`config.mk`:
```
export PLATFORM = sky130hd
export DESIGN_NAME = maxpool_seq
export DESIGN_NICKNAME = d
export VERILOG_FILES = /design/src/rtl/pool_pkg.sv /design/src/rtl/pool_max_acc.sv /design/src/rtl/maxpool_seq.sv
export SDC_FILE = /design/constraint.sdc
export NUM_CORES = 1
export LEC_CHECK = 0
export CAP_MARGIN = 20
export CORE_MARGIN = 2
export CORE_UTILIZATION = 54
export DETAILED_ROUTE_END_ITERATION = 8
export GPL_TIMING_DRIVEN = 0
export PLACE_DENSITY_LB_ADDON = 0.15
export SYNTH_ARGS = -nofsm -noshare
export SYNTH_HDL_FRONTEND = slang
export SYNTH_SLANG_ARGS = --single-unit
```
`constraint.sdc`:
```
create_clock -name clk -period 5.6 [get_ports clk]
set_input_delay 1.12 -clock clk [delete_from_list [all_inputs] [get_ports clk]]
set_output_delay 1.12 -clock clk [all_outputs]
set_load 0.01 [all_outputs]
```
`src/rtl/pool_pkg.sv`:
```
// pool_pkg: shared state encoding and default widths for the max-pooling sequencer.
package pool_pkg;
  localparam int POOL_DATA_W = 4;
  localparam int POOL_LEN_W  = 4;
  localparam int POOL_NUM_W  = 8;
  typedef enum logic [1:0] {IDLE, ACCUM, HOLD, DONE} state_t;
endpackage

```
`src/rtl/pool_max_acc.sv`:
```
// pool_max_acc: running-maximum register; first beat of a window loads unconditionally.
module pool_max_acc
  import pool_pkg::*;
#(
  parameter int W = POOL_DATA_W
) (
  input  logic         clk,
  input  logic         rst,
  input  logic         load_first,
  input  logic         load_next,
  input  logic [W-1:0] din,
  output logic [W-1:0] acc
);
  logic [W-1:0] acc_d;
  always_comb acc_d = load_first ? din : (load_next && din > acc) ? din : acc;
  always_ff @(posedge clk) acc <= !rst ? '0 : acc_d;
endmodule

```
`src/rtl/maxpool_seq.sv`:
```
// maxpool_seq: sequences windows of a sample stream through pool_max_acc and emits each window maximum.
module maxpool_seq
  import pool_pkg::*;
#(
  parameter int DATA_W = POOL_DATA_W,
  parameter int LEN_W  = POOL_LEN_W,
  parameter int NUM_W  = POOL_NUM_W
) (
  input  logic              clk,
  input  logic              rst,
  input  logic              start,
  input  logic [LEN_W-1:0]  cfg_len,
  input  logic [NUM_W-1:0]  cfg_num,
  input  logic              in_valid,
  input  logic [DATA_W-1:0] in_data,
  output logic              in_ready,
  output logic              out_valid,
  output logic [DATA_W-1:0] out_data,
  output logic [NUM_W-1:0]  out_idx,
  input  logic              out_ready,
  output logic              busy,
  output logic              done
);
  state_t             state_q, state_d;
  logic [LEN_W-1:0]   len_q, len_d, beat_q, beat_d;
  logic [NUM_W-1:0]   num_q, num_d, idx_q, idx_d;
  logic               load_first, load_next;
  always_comb begin
    state_d    = state_q;
    len_d      = len_q;
    num_d      = num_q;
    beat_d     = beat_q;
    idx_d      = idx_q;
    load_first = 1'b0;
    load_next  = 1'b0;
    case (state_q)
      IDLE: if (start) begin
        len_d   = (cfg_len == '0) ? LEN_W'(1) : cfg_len;
        num_d   = cfg_num;
        beat_d  = '0;
        idx_d   = '0;
        state_d = (cfg_num == '0) ? DONE : ACCUM;
      end
      ACCUM: if (in_valid) begin
        load_first = (beat_q == '0);
        load_next  = (beat_q != '0);
        beat_d     = (beat_q == len_q - LEN_W'(1)) ? '0 : beat_q + LEN_W'(1);
        state_d    = (beat_q == len_q - LEN_W'(1)) ? HOLD : ACCUM;
      end
      HOLD: if (out_ready) begin
        idx_d   = (idx_q == num_q - NUM_W'(1)) ? idx_q : idx_q + NUM_W'(1);
        state_d = (idx_q == num_q - NUM_W'(1)) ? DONE : ACCUM;
      end
      default: state_d = IDLE;
    endcase
  end
  always_ff @(posedge clk) begin
    if (!rst) begin
      state_q <= IDLE;
      len_q   <= '0;
      num_q   <= '0;
      beat_q  <= '0;
      idx_q   <= '0;
    end else begin
      state_q <= state_d;
      len_q   <= len_d;
      num_q   <= num_d;
      beat_q  <= beat_d;
      idx_q   <= idx_d;
    end
  end
  pool_max_acc #(.W(DATA_W)) u_acc (
    .clk        (clk),
    .rst        (rst),
    .load_first (load_first),
    .load_next  (load_next),
    .din        (in_data),
    .acc        (out_data)
  );
  assign in_ready  = (state_q == ACCUM);
  assign out_valid = (state_q == HOLD);
  assign busy      = (state_q != IDLE);
  assign done      = (state_q == DONE);
  assign out_idx   = idx_q;
endmodule

```
==> run summary <==
Final nets -> 310
EDFF count, synth -> 0
grt ovf -> 0
Row Count -> 21
R2R cell count -> 11
minimum clock period -> 2830 ps
clk buf depth -> 2
YS warnings -> 0
die footprint -> 3930 um^2
Tcrit/Tclk final -> 0.506
Critical Path End Type -> output port
chip width -> 62.7 um
class of the worst hold path -> reg -> reg
crit path launch -> state_q[1]
register area share after synthesis -> 0.323
ANT nets after route -> 0
critical path type -> reg -> out
worst setup path end -> busy
vias in the first global route -> 1,584
Pleak -> 0.867 nW
Placed Instance Area -> 2270 um^2
Seq cells post-synth -> 30
Final Cell Area -> 2320 um^2
crit-path max FO -> 10
async set-reset flop share out of synthesis -> 0
DR vias -> 1,728
diode count -> 0
Worst Path Required -> 4480 ps
CTS Buf Count -> 5
post-DP HPWL -> 2.92 mm
Post-Place Cells -> 319
Syn Inst Count -> 238
Detailed Route Iter0 Violations -> 104
Detailed Routing Iterations Pass 1 -> 4
GP Congestion -> 0.838
ys flop type -> dfxtp_1
Non-Filler Instances -> 325
root buffer cell -> clkbuf_4
RSZ-0062 raised after global routing -> false
setup TNS -> 0 ps
worst reg-to-reg setup slack -> 3190 ps
FF-to-FF Start -> num_q[0]
pwr dens -> 198 nW/um^2
layout cell share with drive strength beyond 1 -> 0.0394
DIE HEIGHT -> 62.7 um
TritonCTS clock tree -> built
cts hold-fix bufs -> 0
fin. max-slew vios -> 0
port bufs -> 35
initial core utilization -> 0.562
syn nets -> 268
Final Skew -> 9.16 ps
IR drop worst, VDD -> 0.137 mV
core box area -> 3310 um^2
Synth cell types -> 39
Sink Count -> 30
first-pass GRT wire length -> 6.78 mm
fmax -> 0.353 GHz
# resized after CTS -> 0
Slew HR -> 0.662
Total Routing Usage GR -> 0.212
drt wl/cell -> 11.4 um
Power, Total -> 0.000459 W
largest net degree at the start of global routing -> 11
DRC Markers -> 0
critical path startpoint category -> flip-flop
synth-to-layout area growth -> 24.7%
I/O Pins -> 37
setup violators final -> 0
CTS clk-pin slew, worst paths -> 90 ps
crit path DAT -> 1710 ps
Hold Startpoint -> u_acc.acc[1]
H-tree levels -> 2
Max Cap Viol -> 0
post-DR vias/cell -> 5.32
clk_lat worst skew -> 330 ps
terminus of the critical flop-to-flop path -> state_q[1]
Total Wirelength -> 3.72 mm
Final Hold Viols -> 0
Slew @ Worst Pin -> 507 ps
outcome -> finished, final reports clean
Post-CTS Setup Inserts -> 0
initial antenna violation count -> 0
syn_area_per_cell -> 7.81 um^2
synthesized area -> 1860 um^2
WHS -> 472 ps
-- synth_stat cells (5+ instances only) --
master,count,area [um^2]
dfxtp_1,30,601
clkbuf_1,8,30.0
o31ai_1,7,52.6
xor2_1,9,78.8
nand3_1,8,40.0
o21ai_0,10,50.1
nand4_1,5,31.3
nand2_1,42,158
nor2_1,13,48.8
xnor2_1,9,78.8
nand2b_1,5,31.3
inv_1,13,48.8
a21oi_1,9,45.0
nor2b_1,5,31.3
nor3_1,7,35.0
a21boi_0,12,90.1
ha_1,9,113
o21a_1,5,37.5
-- placed cells by master (no fill, tap or decap), types with 9 or more instances in the layout --
cell and n:
a21boi_0 12, a21oi_1 9, clkdlybuf4s50_1 35, dfxtp_1 30, ha_1 9, inv_1 13, nand2_1 42, nor2_1 13
o21ai_0 10, xnor2_1 9, xor2_1 9
-- layout make-up --
type / instances / area [um^2]
well taps: 46 / 57.6
clock buffers: 6 / 51.3
flip-flops and latches: 30 / 601
inverters: 13 / 48.8
multi-input cells: 184 / 1160
plain buffers: 11 / 51.3
fillers: 290 / 992
repair buffers: 35 / 350
-- through the flow --
stage | setup WS [ps] | utilization
final | 2770 | 0.700
after global routing | 2650 | 0.700
after floorplan | 3200 | -
after detailed placement | 2540 | 0.685
after CTS | 2750 | 0.700
after global placement | 2600 | 0.685
-- worst min path at each step --
stage                         to  depth (start not counted)
global placement    u_acc.acc[1]                          2
CTS                 u_acc.acc[1]                          2
floorplan               num_q[7]                          2
detailed placement  u_acc.acc[1]                          2
finish              u_acc.acc[1]                          2
global route        u_acc.acc[1]                          2
-- worst max-delay path, cell delays in order (launching register included) --
cell	delay, ps
dfxtp_1	320
clkbuf_1	310
nor2_1	150
inv_1	80
clkdlybuf4s50_1	530
-- cell families (layout without fill, tap and decap cells) --
family,after synthesis,after routing,share of synthesized area
AOI/OAI and AO/OA,52,52,0.185
and+or+nand+nor,102,102,0.277
adders and majority gates,9,9,0.0606
muxes,3,3,0.0162
DFF,30,30,0.323
xor gates and xnor gates,18,18,0.0848
buffers and inverters,24,65,0.0538
-- metal layers --
metal | part of all wire | GRT usage | vias up
met4 | 0.021 | 0.0917 | 0
met2 | 0.44 | 0.333 | 42
met3 | 0.039 | 0.0450 | 10
met5 | 0 | 0 | -
li1 | - | - | 903
met1 | 0.50 | 0.280 | 773
-- power breakdown --
part	switching (W)	total, W	internal (W)
logic	0.0000512	0.000103	0.0000514
clock network	0.0000690	0.000126	0.0000565
registers	0.00000912	0.000231	0.000222
-- flip-flops by register name, indices dropped and copies added (netlist names) --
name	count
num_q	8
out_idx	8
beat_q	4
len_q	4
u_acc.acc	4
state_q	2
Power figures use the tool's default switching activity.
